==> config.mk <==
export PLATFORM = sky130hd
export DESIGN_NAME = imem_boot_ctrl_flat
export DESIGN_NICKNAME = d
export VERILOG_FILES = /design/src/rtl/imem_boot_ctrl_pkg.sv /design/src/rtl/imem_boot_ctrl_if.sv /design/src/rtl/imem_boot_ctrl_word_asm.sv /design/src/rtl/imem_boot_ctrl.sv /design/src/flat_wrapper.sv
export SDC_FILE = /design/constraint.sdc
export NUM_CORES = 1
export LEC_CHECK = 0
export CAP_MARGIN = 30
export CORE_ASPECT_RATIO = 0.5
export CORE_MARGIN = 2
export CORE_UTILIZATION = 50
export DETAILED_ROUTE_END_ITERATION = 10
export GPL_TIMING_DRIVEN = 0
export HOLD_SLACK_MARGIN = 0.02
export PLACE_DENSITY = 0.84
export SLEW_MARGIN = 15
export SYNTH_ARGS = -nofsm -noshare
export SYNTH_HDL_FRONTEND = slang
export SYNTH_HIERARCHICAL = 1
export SYNTH_SLANG_ARGS = --single-unit
export TNS_END_PERCENT = 5
==> constraint.sdc <==
create_clock -name CLK -period 3.3 [get_ports CLK]
set_clock_uncertainty 0.2 [all_clocks]
set_input_delay 0.825 -clock CLK [delete_from_list [all_inputs] [get_ports CLK]]
set_output_delay 0.825 -clock CLK [all_outputs]
set_load 0.005 [all_outputs]
==> src/rtl/imem_boot_ctrl_pkg.sv <==
// Shared types and constants for the instruction-memory boot controller.
package boot_pkg;

  localparam int BYTE_W         = 8;
  localparam int WORD_W         = 32;
  localparam int BYTES_PER_WORD = WORD_W / BYTE_W;

  // Common IMEM size of the fetch stage; the loader depth follows it.
  localparam int IMEM_SIZE_WORDS    = 64;
  localparam int DEFAULT_IMEM_WORDS = IMEM_SIZE_WORDS;

  typedef enum logic [3:0] {
    S_IDLE,
    S_HDR_HI,
    S_HDR_LO,
    S_LOAD,
    S_WRITE,
    S_CSUM,
    S_RELEASE,
    S_RUN,
    S_ERR
  } boot_state_e;

  // Control outputs that are pure decodes of the state.
  typedef struct packed {
    logic byte_ready;
    logic fetch_rst;
    logic fetch_we;
    logic pc_sel;
    logic core_hold;
    logic busy;
    logic done;
    logic err;
  } ctrl_t;

  function automatic ctrl_t decode_state(boot_state_e s);
    ctrl_t c;
    c.byte_ready = (s inside {S_HDR_HI, S_HDR_LO, S_LOAD, S_CSUM});
    c.fetch_rst  = (s inside {S_IDLE, S_RELEASE, S_ERR});
    c.fetch_we   = (s == S_WRITE);
    c.pc_sel     = (s != S_RUN);
    c.core_hold  = (s != S_RUN);
    c.busy       = (s inside {S_HDR_HI, S_HDR_LO, S_LOAD, S_WRITE, S_CSUM, S_RELEASE});
    c.done       = (s == S_RUN);
    c.err        = (s == S_ERR);
    return c;
  endfunction

endpackage

==> src/rtl/imem_boot_ctrl_if.sv <==
// Byte-stream valid/ready channel feeding the boot controller.
interface imem_boot_ctrl_if;
  import boot_pkg::*;

  logic              byte_valid;
  logic [BYTE_W-1:0] byte_data;
  logic              byte_ready;

  modport master (output byte_valid, output byte_data, input byte_ready);
  modport slave  (input byte_valid, input byte_data, output byte_ready);
endinterface

==> src/rtl/imem_boot_ctrl_word_asm.sv <==
// Big-endian word assembler: shifts accepted bytes into a 32-bit word,
// flags the 4th byte and keeps the running XOR of the load.
module boot_word_asm
  import boot_pkg::*;
(
  input  logic              CLK,
  input  logic              RST,
  input  logic              clr_i,
  input  logic              shift_i,
  input  logic              acc_i,
  input  logic [BYTE_W-1:0] byte_i,
  output logic [WORD_W-1:0] word_next_o,
  output logic              word_done_o,
  output logic [BYTE_W-1:0] xor_o
);

  logic [WORD_W-1:0] sr_q;
  logic [1:0]        cnt_q;
  logic [BYTE_W-1:0] xor_q;

  // Word as it will look once the current byte is shifted in.
  assign word_next_o = {sr_q[WORD_W-BYTE_W-1:0], byte_i};
  assign word_done_o = shift_i && (cnt_q == 2'(BYTES_PER_WORD - 1));
  assign xor_o       = xor_q;

  // Shift register, byte counter and checksum; cleared at the start of each load.
  always_ff @(posedge CLK) begin
    if (!RST || clr_i) begin
      sr_q  <= '0;
      cnt_q <= '0;
      xor_q <= '0;
    end else begin
      if (shift_i) begin
        sr_q  <= word_next_o;
        cnt_q <= cnt_q + 2'd1;
      end
      if (acc_i) begin
        xor_q <= xor_q ^ byte_i;
      end
    end
  end

endmodule

==> src/rtl/imem_boot_ctrl.sv <==
// Boot loader for the fetch stage: parses a length-prefixed byte stream,
// writes big-endian words into IMEM, verifies the XOR checksum and then
// resets the fetch PC and releases the core.
module imem_boot_ctrl
  import boot_pkg::*;
#(
  parameter int IMEM_WORDS = DEFAULT_IMEM_WORDS
) (
  input  logic              CLK,
  input  logic              RST,
  input  logic              start,
  imem_boot_ctrl_if.slave   bs,
  output logic              fetch_rst,
  output logic              fetch_we,
  output logic [WORD_W-1:0] fetch_wins,
  output logic [WORD_W-1:0] fetch_newpc,
  output logic              pc_sel,
  output logic              core_hold,
  output logic              busy,
  output logic              done,
  output logic              err,
  output logic [15:0]       words_loaded
);

  localparam logic [16:0] MAX_N = 17'(IMEM_WORDS);

  boot_state_e       state_q, state_d;
  ctrl_t             ctrl_q;
  logic [15:0]       n_q, n_d, k_q, k_d, n_full, k_inc;
  logic [WORD_W-1:0] wins_q, newpc_q, word_next;
  logic [BYTE_W-1:0] xor_run;
  logic              accept, load_start, shift_en, acc_en, word_done;

  assign accept   = bs.byte_valid && ctrl_q.byte_ready;
  assign n_full   = {n_q[15:8], bs.byte_data};
  assign k_inc    = k_q + 16'd1;
  assign shift_en = accept && (state_q == S_LOAD);
  assign acc_en   = accept && (state_q inside {S_HDR_HI, S_HDR_LO, S_LOAD});

  boot_word_asm u_asm (
    .CLK        (CLK),
    .RST        (RST),
    .clr_i      (load_start),
    .shift_i    (shift_en),
    .acc_i      (acc_en),
    .byte_i     (bs.byte_data),
    .word_next_o(word_next),
    .word_done_o(word_done),
    .xor_o      (xor_run)
  );

  // Next-state, word-count and word-index logic.
  always_comb begin
    state_d    = state_q;
    n_d        = n_q;
    k_d        = k_q;
    load_start = 1'b0;
    case (state_q)
      S_IDLE, S_ERR, S_RUN: begin
        if (start) begin
          state_d    = S_HDR_HI;
          k_d        = '0;
          load_start = 1'b1;
        end
      end
      S_HDR_HI: begin
        if (accept) begin
          n_d     = {bs.byte_data, n_q[7:0]};
          state_d = S_HDR_LO;
        end
      end
      S_HDR_LO: begin
        if (accept) begin
          n_d = n_full;
          k_d = '0;
          if ({1'b0, n_full} > MAX_N) state_d = S_ERR;
          else if (n_full == 16'd0)   state_d = S_CSUM;
          else                        state_d = S_LOAD;
        end
      end
      S_LOAD: begin
        if (word_done) state_d = S_WRITE;
      end
      S_WRITE: begin
        k_d     = k_inc;
        state_d = (k_inc == n_q) ? S_CSUM : S_LOAD;
      end
      S_CSUM: begin
        if (accept) state_d = (bs.byte_data == xor_run) ? S_RELEASE : S_ERR;
      end
      S_RELEASE: state_d = S_RUN;
      default:   state_d = S_IDLE;
    endcase
  end

  // State, counters and registered output decodes (outputs track the new state).
  always_ff @(posedge CLK) begin
    if (!RST) begin
      state_q <= S_IDLE;
      n_q     <= '0;
      k_q     <= '0;
      ctrl_q  <= decode_state(S_IDLE);
      wins_q  <= '0;
      newpc_q <= '0;
    end else begin
      state_q <= state_d;
      n_q     <= n_d;
      k_q     <= k_d;
      ctrl_q  <= decode_state(state_d);
      if (state_d == S_WRITE) wins_q <= word_next;
      newpc_q <= (state_d inside {S_LOAD, S_WRITE}) ? {14'b0, k_d, 2'b00} : '0;
    end
  end

  assign bs.byte_ready = ctrl_q.byte_ready;
  assign fetch_rst     = ctrl_q.fetch_rst;
  assign fetch_we      = ctrl_q.fetch_we;
  assign pc_sel        = ctrl_q.pc_sel;
  assign core_hold     = ctrl_q.core_hold;
  assign busy          = ctrl_q.busy;
  assign done          = ctrl_q.done;
  assign err           = ctrl_q.err;
  assign fetch_wins    = wins_q;
  assign fetch_newpc   = newpc_q;
  assign words_loaded  = k_q;

endmodule

==> src/flat_wrapper.sv <==
// flat-port wrapper written by rule: the top's interface ports become plain ports
module imem_boot_ctrl_flat import boot_pkg::*;
#(
  parameter int IMEM_WORDS = DEFAULT_IMEM_WORDS
)
  (CLK, RST, start, fetch_rst, fetch_we, fetch_wins, fetch_newpc, pc_sel, core_hold, busy, done, err, words_loaded, bs_byte_valid, bs_byte_data, bs_byte_ready);
  imem_boot_ctrl_if bs_i ();
  input  logic CLK;
  input  logic RST;
  input  logic start;
  output logic fetch_rst;
  output logic fetch_we;
  output logic [WORD_W-1:0] fetch_wins;
  output logic [WORD_W-1:0] fetch_newpc;
  output logic pc_sel;
  output logic core_hold;
  output logic busy;
  output logic done;
  output logic err;
  output logic [15:0] words_loaded;
  input wire logic [$bits(bs_i.byte_valid)-1:0] bs_byte_valid;
  input wire logic [$bits(bs_i.byte_data)-1:0] bs_byte_data;
  output wire logic [$bits(bs_i.byte_ready)-1:0] bs_byte_ready;
  assign bs_i.byte_valid = bs_byte_valid;
  assign bs_i.byte_data = bs_byte_data;
  assign bs_byte_ready = bs_i.byte_ready;
  imem_boot_ctrl #(.IMEM_WORDS(IMEM_WORDS)) u_core (.CLK(CLK), .RST(RST), .start(start), .bs(bs_i), .fetch_rst(fetch_rst), .fetch_we(fetch_we), .fetch_wins(fetch_wins), .fetch_newpc(fetch_newpc), .pc_sel(pc_sel), .core_hold(core_hold), .busy(busy), .done(done), .err(err), .words_loaded(words_loaded));
endmodule
==> reports/metrics.yaml, run 1 <==
place:
  place_congestion: 0.896
  pre_cts_ws_ps: -611
  dpl.hpwl_mm: 9.89
  port_buffers: 83
  dp.cells: 913
grt:
  first_global_vias: 4857
  grt_antenna_before_repair: 0
  grt_start_max_net_pins: 17
  grt_pass1_wl_mm: 24.0
  grt-ovfl-total: 0
  grtUsageTotal_pct: 24.6
setup_path:
  worstPathRequired_ps: 3430
  crit_slowest_cell: "clkdlybuf4s50_1"
  crit_type: "in2reg"
  cp-end-kind: "register"
  cpPeakStageDelay_ps: 610
  crit_family: "simple AND/OR/NAND/NOR gates"
  cp_cell_sequence: "clkdlybuf4s50_1 > xor2_1 > nor4_1 > nand4b_1 > o211a_1 > nand2_1 > o211ai_4 > buf_12 > a22oi_2"
  arrival_ps: 3230
  cp_max_fo: 10
  critical_path_buf_inv_count: 2
  start_kind: "primary input"
cts:
  cts_tree: "built"
  htreeDepth: 4
  worstSkewPairLatency_ps: 410
  clk_pin_slew_ps: 60
  cts_num_sinks: 125
  hold_buffers: 0
  clk_path_buf_depth: 2
  root_buffer: "clkbuf_16"
  numCtsBuffers: 17
logic_synthesis:
  muxShareOfSynthArea_pct: 7.41
  synth.avg_cell_area_um2: 8.89
  yosysWarnings: 6
  synth_common_cells: "dfxtp_1 (125), nand2_1 (96), nor2_1 (72)"
  synthArstFlopShare_pct: 0
  syn-cell-area_mm2: 0.00583
  synth_edf_count: 0
  synth-xor-area-share_pct: 4.66
  yosysSeqAreaShare_pct: 42.9
  synthMostInstantiatedCell: "dfxtp_1"
  synthAdderAreaFrac_pct: 0.429
  yosys.area_share.simple_pct: 21.3
  yosysTopAreaCell: "dfxtp_1"
  synth.top_cell.area_share_pct: 42.9
  synth_ff_type: "dfxtp_1"
  synth_area_leaders: "dfxtp_1 (43%), mux2i_1 (7.2%), nand2_1 (6.2%)"
  netlist_instances: 656
  synth_top_family_by_area: "simple AND/OR/NAND/NOR gates"
  synth_cell_types: 64
  ys_ff_latch: 125
  synth-compound-area-share_pct: 15.2
outcome:
  status: "complete, no violations"
power:
  p_sw_mw: 1.07
  p_sw_share_pct: 24.7
  p_comb_share_pct: 14.9
  power_mw: 4.34
  p_int_mw: 3.27
  pwr-share-clk_pct: 48.3
  power_leakage_nw: 2.80
  power_frac_seq_pct: 36.7
  ir_drop_mv: 0.338
  power_density_mw_per_mm2: 568
floorplanning:
  dieWidth_um: 157
  io-pin-count: 100
  die_h_um: 80.4
  rows: 27
  core_area_mm2: 0.0112
  die-area_mm2: 0.0126
  initial_utilization_pct: 52.1
timing:
  rsz0062_at_grt: "no"
  max_slew.worst_pin.slew_ps: 787
  finalHoldViolCount: 0
  final.setup.worst_slack_ps: 199
  setup_viol: 0
  slew_violations: 0
  whs_ps: 253
  timing.fmax_mhz: 322
  slew_headroom_pct: 47.5
  period_minus_slack_ps: 3100
  fin_crit_sh_pct: 94.0
  finalSetupTns_ps: 0
drt:
  via_per_inst: 5.41
  drtPass1Iterations: 5
  first_iter_violations: 367
  antenna_left: 0
  drc_errors: 0
  num_vias: 5145
  wire_per_inst_um: 15.8
  wl_mm: 15.1
finish:
  finalNonFillerCells: 951
  diodes: 0
  syn2layout_area_growth_pct: 31.2
  drive_gt1_share_pct: 14.5
  nNetsFinal: 793
min_path:
  hp-class: "reg2reg"
job:
  maxCapViolCount: 0
==> power groups by stage <==
stage	registers [mW]	clock network (mW)	logic [mW]
after global routing	1.60	2.20	0.696
after floorplan	1.61	0	0.423
after CTS	1.59	2.12	0.624
after global placement	1.62	0	0.565
after detailed placement	1.62	0	0.577
final	1.59	2.10	0.649
==> routing by layer <==
layer | vias to the layer above | routed length, µm | track usage (%)
met5 | - | 0 | 0
met4 | 0 | 266 | 9.72
met3 | 29 | 1120 | 6.64
met2 | 228 | 7130 | 41.8
met1 | 2405 | 6530 | 29.8
li1 | 2483 | - | -
==> worst paths after layout <==
path                                              from                endpoint  cells after the start  slack, ps
worst max-delay path                   bs_byte_data[0]  u_core/fetch_newpc[16]                      9        200
worst min-delay path              u_core/fetch_wins[2]    u_core/fetch_wins[2]                      2        250
worst max register to register  u_core/words_loaded[0]  u_core/fetch_newpc[16]                      9        220
worst min register to register    u_core/fetch_wins[2]    u_core/fetch_wins[2]                      2        250
==> registers in the layout, indices dropped and copies added, names as in the netlist, 2 cells and up <==
register / cells
u_core/words_loaded: 16
u_core/u_asm/cnt_q: 2
u_core/state_q: 4
u_core/u_asm/sr_q: 24
u_core/fetch_newpc: 16
u_core/fetch_wins: 32
u_core/u_asm/xor_o: 8
u_core/n_q: 16
==> cell usage in the layout (no fill, tap or decap), drive strengths merged, types with 17 or more instances in the layout <==
cell type and instances:
buf 47, nand2 96, dfxtp 125, nor2 72, o21ai 17, a21oi 52, clkdlybuf4s50 82, xnor2 20
mux2i 42, clkbuf 47
==> timing repair <==
action | 4_1_cts | 5_1_grt
pin swaps | 6 | 3
setup buffers | 6 | 0
resized for setup | 2 | 6
setup endpoints to repair | 17 | 29
==> worst min-delay path, stage by stage (launching register included) <==
cell     delay (ps)
dfxtp_1         300
nand2_1          50
a21oi_1          50
==> per-stage QoR <==
step / area [µm²] / util (%)
2_1_floorplan: 5890 / -
3_5_place_dp: 6920 / 61.8
5_1_grt: 7650 / 68.4
6_report: 7650 / 68.4
3_3_place_gp: 6920 / 61.8
4_1_cts: 7630 / 68.3
==> area by class of cell <==
| class | count | area (µm²) |
|---|---|---|
| timing repair buffer | 89 | 878 |
| fill | 824 | 3540 |
| clock buffer | 21 | 450 |
| sequential | 125 | 2500 |
| multi-input combinational | 475 | 2940 |
| clock inverter | 11 | 214 |
| buffer | 67 | 449 |
| tap | 159 | 199 |
| inverter | 4 | 15.0 |
==> cells by family after synthesis <==
| logic type | count (synthesis) |
|---|---|
| other | 1 |
| buffers and inverters | 71 |
| AO/OA/AOI/OAI | 129 |
| flip-flops | 125 |
| AND/OR/NAND/NOR | 254 |
| adder cells (fa/ha/maj) | 2 |
| XOR/XNOR | 31 |
| multiplexers | 43 |
Note: power is estimated with default switching activity, not from simulation.
==> inputs of run 2 (changes only) <==
--- a/config.mk
+++ b/config.mk
@@ -8,11 +8,11 @@
 export CAP_MARGIN = 30
 export CORE_ASPECT_RATIO = 0.5
 export CORE_MARGIN = 2
-export CORE_UTILIZATION = 50
+export CORE_UTILIZATION = 45
 export DETAILED_ROUTE_END_ITERATION = 10
 export GPL_TIMING_DRIVEN = 0
 export HOLD_SLACK_MARGIN = 0.02
-export PLACE_DENSITY = 0.84
+export PLACE_DENSITY = 0.78
 export SLEW_MARGIN = 15
 export SYNTH_ARGS = -nofsm -noshare
 export SYNTH_HDL_FRONTEND = slang
==> reports/metrics.yaml, run 2 (synthesis gave the netlist of run 1 again) <==
outcome:
  status: "complete, no violations"  # unchanged
power:
  pwr-share-clk_pct: 44.9  # was 48.3%
  p_int_mw: 2.90  # was 3.27 mW
  ir_drop_mv: 0.314  # was 0.338 mV
  power_leakage_nw: 2.74  # was 2.80 nW
  p_comb_share_pct: 15.4  # was 14.9%
  p_sw_mw: 1.11  # was 1.07 mW
  power_frac_seq_pct: 39.7  # was 36.7%
  p_sw_share_pct: 27.8  # was 24.7%
  power_density_mw_per_mm2: 531  # was 568 mW/mm²
timing:
  finalSetupTns_ps: 0  # unchanged
  period_minus_slack_ps: 3170  # was 3100 ps
  max_slew.worst_pin.slew_ps: 824  # was 787 ps
  setup_viol: 0  # unchanged
  whs_ps: 253  # about the same
  slew_headroom_pct: 45.0  # was 47.5%
  finalHoldViolCount: 0  # unchanged
  fin_crit_sh_pct: 96.0  # was 94.0%
  timing.fmax_mhz: 316  # was 322 MHz
  slew_violations: 0  # unchanged
  rsz0062_at_grt: "no"  # unchanged
setup_path:
  cp_cell_sequence: "clkdlybuf4s50_1 > xor2_1 > nor4_1 > nand4b_1 > o211a_1 > nand2_1 > o211ai_4 > buf_12 > a22oi_2"  # unchanged
  cp_max_fo: 10  # unchanged
  startpoint: "bs_byte_data[7]"  # was bs_byte_data[0]
  r2r_start: "u_core/words_loaded[1]"  # was u_core/words_loaded[0]
  worstPathRequired_ps: 3440  # was 3430 ps
  timing.rr.end: "u_core/fetch_newpc[14]"  # was u_core/fetch_newpc[16]
  arrival_ps: 3310  # was 3230 ps
  start_kind: "primary input"  # unchanged
  rr_worst_depth: 9  # unchanged
  crit_type: "in2reg"  # unchanged
  crit_slowest_cell: "clkdlybuf4s50_1"  # unchanged
  cpPeakStageDelay_ps: 670  # was 610 ps
  cp-end-kind: "register"  # unchanged
  r2r_slack_ps: 230  # was 220 ps
floorplanning:
  core_area_mm2: 0.0127  # was 0.0112 mm²
  die-area_mm2: 0.0139  # was 0.0126 mm²
  initial_utilization_pct: 46.0  # was 52.1%
  io-pin-count: 100  # unchanged
  dieWidth_um: 165  # was 157 µm
  die_h_um: 84.5  # was 80.4 µm
  rows: 29  # was 27
grt:
  use_met1_pct: 28.3  # was 29.8%
  use_met3_pct: 5.09  # was 6.64%
  grt_antenna_before_repair: 0  # unchanged
  top_usage_layer: "met2"  # unchanged
  first_global_vias: 4749  # was 4857
  grt_start_max_net_pins: 17  # unchanged
  grtUsageTotal_pct: 21.7  # was 24.6%
  grt_pass1_wl_mm: 23.7  # was 24.0 mm
  met2_usage_pct: 34.6  # was 41.8%
  grt-ovfl-total: 0  # unchanged
finish:
  nNetsFinal: 790  # was 793
  diodes: 0  # unchanged
  largest_register_ffs: 32  # unchanged
  syn2layout_area_growth_pct: 29.5  # was 31.2%
  fill_cells: 1071  # was 824
  final_common_cell: "dfxtp_1"  # unchanged
  layout.cells.most_common_list: "dfxtp_1 (124), nand2_1 (96), clkdlybuf4s50_1 (82), nor2_1 (71), a21oi_1 (50)"  # was dfxtp_1 (125), nand2_1 (96), clkdlybuf4s50_1 (82), nor2_1 (71), a21oi_1 (50)
  drive_gt1_share_pct: 14.8  # was 14.5%
cts:
  root_buffer: "clkbuf_16"  # unchanged
  hold_buffers: 0  # unchanged
  worstSkewPairLatency_ps: 420  # was 410 ps
  htreeDepth: 4  # unchanged
  cts_tree: "built"  # unchanged
  cts_num_sinks: 125  # unchanged
  clk_pin_slew_ps: 60  # about the same
  clk_path_buf_depth: 2  # unchanged
  numCtsBuffers: 17  # unchanged
drt:
  drtPass1Iterations: 4  # was 5
  antenna_left: 0  # unchanged
  first_iter_violations: 335  # was 367
  drc_errors: 0  # unchanged
  wl_mm: 14.6  # was 15.1 mm
  num_vias: 5053  # was 5145
  wire_per_inst_um: 15.2  # was 15.8 µm
  via_per_inst: 5.27  # was 5.41
place:
  dpl.hpwl_mm: 10.3  # was 9.89 mm
  port_buffers: 83  # unchanged
  place_congestion: 0.872  # was 0.896
min_path:
  hold_end: "u_core/fetch_wins[4]"  # was u_core/fetch_wins[2]
  hp-class: "reg2reg"  # unchanged
  whs_path_depth: 2  # unchanged
  min_from: "u_core/fetch_wins[4]"  # was u_core/fetch_wins[2]
job:
  maxCapViolCount: 0  # unchanged
## run 2: cell types whose count changed in the layout (fill, tap and decap cells not counted), moves of 2 or more
cell,before,now
buf_4,34,31
bufinv_16,6,1
clkbuf_1,28,26
clkinvlp_4,2,5
inv_6,0,3
## run 2: cell type report
class                   count  area (µm²)  area share [%]
clock buffers              20         457            6.05
repair buffers             86         852            11.3
well taps                 170         213            2.82
multi-input cells         475        2950            39.1
flip-flops and latches    125        2500            33.2
inverters                   4        15.0           0.199
plain buffers              67         449            5.95
clock inverters            12         113            1.49
## run 2: power groups by stage
| stage | combinational (mW) | clock [mW] | sequential [mW] |
|---|---|---|---|
| 6_report | 0.618 | 1.80 | 1.59 |
| 4_1_cts | 0.605 | 1.82 | 1.59 |
| 5_1_grt | 0.674 | 1.89 | 1.60 |
| 3_3_place_gp | 0.572 | 0 | 1.62 |
| 3_5_place_dp | 0.580 | 0 | 1.62 |
| 2_1_floorplan | 0.423 | 0 | 1.61 |
## run 2: metrics by stage
| stage | worst slack (ps) | power (mW) | utilization, % | instances | instance area, µm² |
|---|---|---|---|---|---|
| 2_1_floorplan | 215 | 2.04 | - | 671 | 5890 |
| 3_3_place_gp | -609 | 2.19 | 54.7 | 924 | 6930 |
| 3_5_place_dp | -629 | 2.20 | 54.7 | 924 | 6930 |
| 4_1_cts | 105 | 4.01 | 59.4 | 959 | 7530 |
| 5_1_grt | 0.954 | 4.16 | 59.6 | 959 | 7550 |
| 6_report | 133 | 4.01 | 59.6 | 959 | 7550 |
## run 2: critical path: cells and delay by family
| kind | cells | cell delay [ps] |
|---|---|---|
| AOI/OAI and AO/OA | 3 | 530 |
| buffers and inverters | 2 | 850 |
| xor gates and xnor gates | 1 | 250 |
| and+or+nand+nor | 3 | 840 |
## run 2: per-layer routing
layer,share of wire (%),wire (µm),vias to the layer above
met5,0,0,-
met3,6.4,933,26
met1,47,6810,2370
met2,45,6610,188
met4,1.7,253,0
li1,-,-,2469
## run 2: worst max-delay path by stage
| stage | end | depth (start not counted) |
|---|---|---|
| final | u_core/fetch_newpc[14] | 9 |
| after global routing | u_core/fetch_newpc[14] | 14 |
| after CTS | u_core/fetch_newpc[14] | 9 |
| after detailed placement | u_core/fetch_newpc[14] | 14 |
| after global placement | u_core/fetch_newpc[16] | 14 |
| after floorplan | u_core/fetch_newpc[13] | 13 |
## run 2: repair_timing
| action | 4_1_cts | 5_1_grt |
|---|---|---|
| pin swaps | 6 | 4 |
| setup endpoints to repair | 19 | 12 |
| cloned | 0 | 0 |
| setup buffers | 3 | 0 |
| hold endpoints to repair | 0 | 0 |
| gates resized for setup | 3 | 8 |
==> inputs of run 3 (changes only) <==
--- a/config.mk
+++ b/config.mk
@@ -9,10 +9,12 @@
 export CORE_ASPECT_RATIO = 0.5
 export CORE_MARGIN = 2
 export CORE_UTILIZATION = 45
+export CTS_CLUSTER_SIZE = 25
 export DETAILED_ROUTE_END_ITERATION = 10
 export GPL_TIMING_DRIVEN = 0
 export HOLD_SLACK_MARGIN = 0.02
 export PLACE_DENSITY = 0.78
+export RECOVER_POWER = 100
 export SLEW_MARGIN = 15
 export SYNTH_ARGS = -nofsm -noshare
 export SYNTH_HDL_FRONTEND = slang
==> reports/metrics.yaml, run 3 (synthesis gave the netlist of run 1 again) <==
outcome:
  status: "complete, no violations"  # unchanged
power:
  power_frac_seq_pct: 40.2  # was 39.7%
  power_mw: 3.96  # was 4.01 mW
  p_int_mw: 2.86  # was 2.90 mW
  power_leakage_nw: 2.93  # was 2.74 nW
  p_comb_share_pct: 14.4  # was 15.4%
  p_sw_share_pct: 27.9  # was 27.8%
  ir_drop_mv: 0.345  # was 0.314 mV
  pwr-share-clk_pct: 45.5  # was 44.9%
  power_density_mw_per_mm2: 530  # was 531 mW/mm²
  p_sw_mw: 1.11  # about the same
cts:
  clk_path_buf_depth: 2  # unchanged
  htreeDepth: 4  # unchanged
  cts_tree: "built"  # unchanged
  clk_pin_slew_ps: 60  # about the same
  cts_num_sinks: 125  # unchanged
  worstSkewPairLatency_ps: 420  # about the same
  hold_buffers: 0  # unchanged
  numCtsBuffers: 17  # unchanged
  root_buffer: "clkbuf_16"  # unchanged
timing:
  finalHoldViolCount: 0  # unchanged
  fin_crit_sh_pct: 96.3  # was 96.0%
  finalSetupTns_ps: 0  # unchanged
  timing.fmax_mhz: 315  # was 316 MHz
  slew_violations: 0  # unchanged
  slew_headroom_pct: 51.3  # was 45.0%
  rsz0062_at_grt: "no"  # unchanged
  final.setup.worst_slack_ps: 121  # was 133 ps
  setup_viol: 0  # unchanged
  period_minus_slack_ps: 3180  # was 3170 ps
  max_slew.worst_pin.slew_ps: 730  # was 824 ps
  whs_ps: 250  # was 253 ps
floorplanning:
  initial_utilization_pct: 46.0  # unchanged
  die-area_mm2: 0.0139  # unchanged
  io-pin-count: 100  # unchanged
  dieWidth_um: 165  # unchanged
  die_h_um: 84.5  # unchanged
  rows: 29  # unchanged
  core_area_mm2: 0.0127  # unchanged
grt:
  grt_start_max_net_pins: 17  # unchanged
  first_global_vias: 4749  # unchanged
  grt_antenna_before_repair: 0  # unchanged
  grtUsageTotal_pct: 21.7  # unchanged
  grt_pass1_wl_mm: 23.7  # unchanged
  grt-ovfl-total: 0  # unchanged
place:
  port_buffers: 83  # unchanged
  dp.cells: 924  # unchanged
  pre_cts_ws_ps: -629  # unchanged
  dpl.hpwl_mm: 10.3  # unchanged
  place_congestion: 0.872  # unchanged
  placed_area_mm2: 0.00693  # unchanged
finish:
  diodes: 0  # unchanged
  finalNonFillerCells: 959  # unchanged
  drive_gt1_share_pct: 12.9  # was 14.8%
  fin_area_mm2: 0.00748  # was 0.00755 mm²
  post-route-util_pct: 59.0  # was 59.6%
  final_common_cell: "dfxtp_1"  # unchanged
  layout.cells.most_common_list: "dfxtp_1 (124), nand2_1 (96), dlygate4sd3_1 (72), nor2_1 (71), a21oi_1 (50)"  # was dfxtp_1 (124), nand2_1 (96), clkdlybuf4s50_1 (82), nor2_1 (71), a21oi_1 (50)
  syn2layout_area_growth_pct: 28.2  # was 29.5%
  nNetsFinal: 790  # unchanged
  largest_register_ffs: 32  # unchanged
setup_path:
  worstPathRequired_ps: 3430  # was 3440 ps
  cp_max_fo: 10  # unchanged
  crit_type: "in2reg"  # unchanged
  cp.depth: 9  # unchanged
  start_kind: "primary input"  # unchanged
  critical_path_buf_inv_count: 2  # unchanged
  rr_worst_depth: 9  # unchanged
  cpPeakStageDelay_ps: 670  # about the same
  arrival_ps: 3310  # about the same
  crit_slowest_cell: "clkdlybuf4s50_1"  # unchanged
  crit_family: "buffers and inverters"  # unchanged
  cp_cell_sequence: "clkdlybuf4s50_1 > xor2_1 > nor4_1 > nand4b_1 > o211a_1 > nand2_1 > o211ai_4 > buf_6 > a22oi_1"  # was clkdlybuf4s50_1 > xor2_1 > nor4_1 > nand4b_1 > o211a_1 > nand2_1 > o211ai_4 > buf_12 > a22oi_2
  cp-end-kind: "register"  # unchanged
drt:
  num_vias: 5062  # was 5053
  wire_per_inst_um: 15.2  # about the same
  antenna_left: 0  # unchanged
  via_per_inst: 5.28  # was 5.27
  drtPass1Iterations: 5  # was 4
  drc_errors: 0  # unchanged
  first_iter_violations: 332  # was 335
  wl_mm: 14.6  # about the same
min_path:
  hp-class: "reg2reg"  # unchanged
  whs_path_depth: 2  # unchanged
job:
  maxCapViolCount: 0  # unchanged
## run 3: final timing paths
check / start / end / slack (ps)
hold / removal: u_core/fetch_wins[4] / u_core/fetch_wins[4] / 250
setup reg to reg: u_core/words_loaded[1] / u_core/fetch_newpc[13] / 240
setup / recovery: bs_byte_data[7] / u_core/fetch_newpc[13] / 120
hold reg to reg: u_core/fetch_wins[4] / u_core/fetch_wins[4] / 250
## run 3: cell type report
| class | count | area (µm²) |
|---|---|---|
| tap | 170 | 213 |
| clock buffer | 20 | 457 |
| buffer | 67 | 408 |
| sequential | 125 | 2500 |
| clock inverter | 12 | 113 |
| multi-input combinational | 475 | 2920 |
| timing repair buffer | 86 | 845 |
| fill | 1088 | 5190 |
| inverter | 4 | 15.0 |
## run 3: power groups by stage
stage	registers [mW]	logic [mW]	clock network, mW
floorplan	1.61	0.423	0
global placement	1.62	0.572	0
detailed placement	1.62	0.580	0
CTS	1.59	0.605	1.82
global route	1.60	0.621	1.89
finish	1.59	0.569	1.80
## run 3: what timing repair did
action,CTS,global route
setup buffers,3,0
resized for setup,3,8
setup endpoints to repair,19,12
pin swaps,6,4
## run 3: metal layers
metal | routed length (µm) | GRT usage, %
met1 | 6790 | 28.3
met3 | 946 | 5.09
met5 | 0 | 0
met2 | 6650 | 34.6
met4 | 220 | 9.25
## run 3: tightest hold or removal path, stage by stage, from the launching register on
cell and delay [ps]:
dfxtp_1 310, nand2_1 50, a21oi_1 50
==> variant, RTL diff (settings of run 1) <==
Reset style: asynchronous (`RST`), changed in one clocked block.
--- a/src/rtl/imem_boot_ctrl.sv
+++ b/src/rtl/imem_boot_ctrl.sv
@@ -94,7 +94,7 @@
   end
 
   // State, counters and registered output decodes (outputs track the new state).
-  always_ff @(posedge CLK) begin
+  always_ff @(posedge CLK or negedge RST) begin
     if (!RST) begin
       state_q <= S_IDLE;
       n_q     <= '0;
Formal check against the unedited RTL: differs if RST is asserted again (counterexample within 4 cycles, from zero or initial values and one cycle with RST low); with RST held inactive, the same outputs for 10 cycles.
==> variant against run 1 <==
  * Synthesized area grew 6.7%
  * Routed wire length grew 6.6%
  * Sequential cell count is the same
  * Hold slack lost 43 ps
  * Fmax shrank 3.5%
  * Worst setup slack lost 110 ps
  * Cell area grew 6.3%
  * Largest cell class is now registers
  * Highest routed layer unchanged
Power is not compared: it rests on default switching activity, and its combinational part moved more than twofold at a synthesized area within 25%.
==> variant: results (changes against run 1) <==
fillcell total 933 (was 824); largest net degree at the start of global routing 51 (was 17); GR Util met2 39.6% (was 41.8%); pin slew with the least headroom to its limit 744 ps (was 787 ps); CP max stage delay 470 ps (was 610 ps); Total GRT Usage 24.4% (was 24.6%); nets@finish 744 (was 793); clock latency on the worst-skew pair 420 ps; met1 global-route usage 32.5% (was 29.8%); share of post-route cells with drive strength above 1 21.5% (was 14.5%); dominant delay contributor by cell family on the critical path buffers and inverters (was simple AND/OR/NAND/NOR gates); GP Congestion 0.902 (was 0.896); Detailed Route Iter0 Violations 354 (was 367); status finished clean (unchanged); Critical Path AT 3340 ps (was 3230 ps); HPWL Detailed 10.7 mm (was 9.89 mm); Final Routed Wirelength 16.1 mm (was 15.1 mm); CP Max Fanout 10 (unchanged); Clock transition at path regs 60 ps (about the same); number of global-route vias before repair 4918 (was 4857); asr flop ratio synth 72.8% (was 0%); Netlist cell types 72 (was 64); register area share after synthesis 47.6% (was 42.9%); HP Class primary input to asynchronous set/reset pin (was flip-flop to flip-flop); first-pass GRT wire length 25.6 mm (was 24.0 mm); M3 GR Usage 5.19% (was 6.64%); vias per std cell 5.57 (was 5.41); top cells by count, synth dfrtp_1, nor2_1, mux2_2, nand2_1, dfxtp_1 (was dfxtp_1, nand2_1, nor2_1); area of placed instances 7340 um^2 (was 6920 um^2)
-- variant: cell types whose count changed in the layout (fill, tap and decap cells not counted), moves of 25 or more --
cell and delta:
nand2_1 -58, nor2_1 -25, mux2_2 +37, a21oi_1 -32
dfxtp_1 -91, dfrtp_1 +89
-- variant: final cells by class --
type / count / area, um^2 / share of cell area [%]
tap: 165 / 206 / 2.54
clock buffer: 19 / 454 / 5.59
multi-input combinational: 406 / 2870 / 35.3
timing repair buffer: 93 / 923 / 11.4
clock inverter: 13 / 178 / 2.19
buffer: 66 / 454 / 5.59
inverter: 21 / 78.8 / 0.970
sequential: 125 / 2960 / 36.4
-- variant: power breakdown --
group	switching, mW	internal, mW
clock	0.732	1.25
combinational	0.770	0.658
sequential	0.194	1.72
-- variant: per-layer routing --
metal  up-vias  part of all wire (%)
met1      2483                    45
met3        23                   6.2
met2       178                    47
met5         -                     0
met4         0                   1.8
li1       2375                     -
-- variant: final timing paths --
| kind | from | endpoint | slack, ps | depth (start not counted) |
|---|---|---|---|---|
| setup reg to reg | u_core/words_loaded[0]$_DFF_PN0_ | u_core/fetch_newpc[8]$_DFF_PN0_ | 160 | 9 |
| setup / recovery | bs_byte_valid | u_core/fetch_newpc[8]$_DFF_PN0_ | 80 | 13 |
| hold reg to reg | u_core/u_asm/sr_q[22]$_SDFFE_PP0P_ | u_core/fetch_wins[30]$_DFFE_PN0P_ | 290 | 1 |
| min in group CLK | u_core/u_asm/sr_q[22]$_SDFFE_PP0P_ | u_core/fetch_wins[30]$_DFFE_PN0P_ | 290 | 1 |
| max in group asynchronous | RST | u_core/words_loaded[14]$_DFF_PN0_ | 2040 | 2 |
| hold / removal | RST | u_core/fetch_wins[1]$_DFFE_PN0P_ | 210 | 1 |
-- variant: logic make-up (layout without fill, tap and decap cells) --
family	after synthesis	in the layout	synth area share, %
and+or+nand+nor	172	172	15.0
AOI/OAI and AO/OA	125	125	13.9
DFF	125	125	47.6
buffers and inverters	87	212	8.25
muxes	63	63	10.9
xor gates and xnor gates	28	28	3.94
adders and majority gates	2	2	0.402
other	1	16	0.0603
-- variant: metrics by stage --
step / power (mW) / worst slack, ps / TNS (ps) / instances / utilization, %
6_report: 5.32 / 84.8 / 0 / 908 / 67.8
5_1_grt: 5.54 / -8.04 / -8.04 / 908 / 67.8
4_1_cts: 5.28 / 14.4 / 0 / 902 / 67.2
3_5_place_dp: 3.20 / -1080 / -40010 / 868 / 61.3
3_3_place_gp: 3.16 / -2200 / -321870 / 866 / 61.0
2_1_floorplan: 2.80 / 123 / 0 / 618 / -
-- variant: what timing repair did --
| action | in CTS | in global routing |
|---|---|---|
| endpoints found under the setup margin | 46 | 46 |
| buffers inserted | 2 | 6 |
| gates resized for setup | 15 | 8 |
| pin swaps | 2 | 4 |
| gates cloned | 0 | 0 |
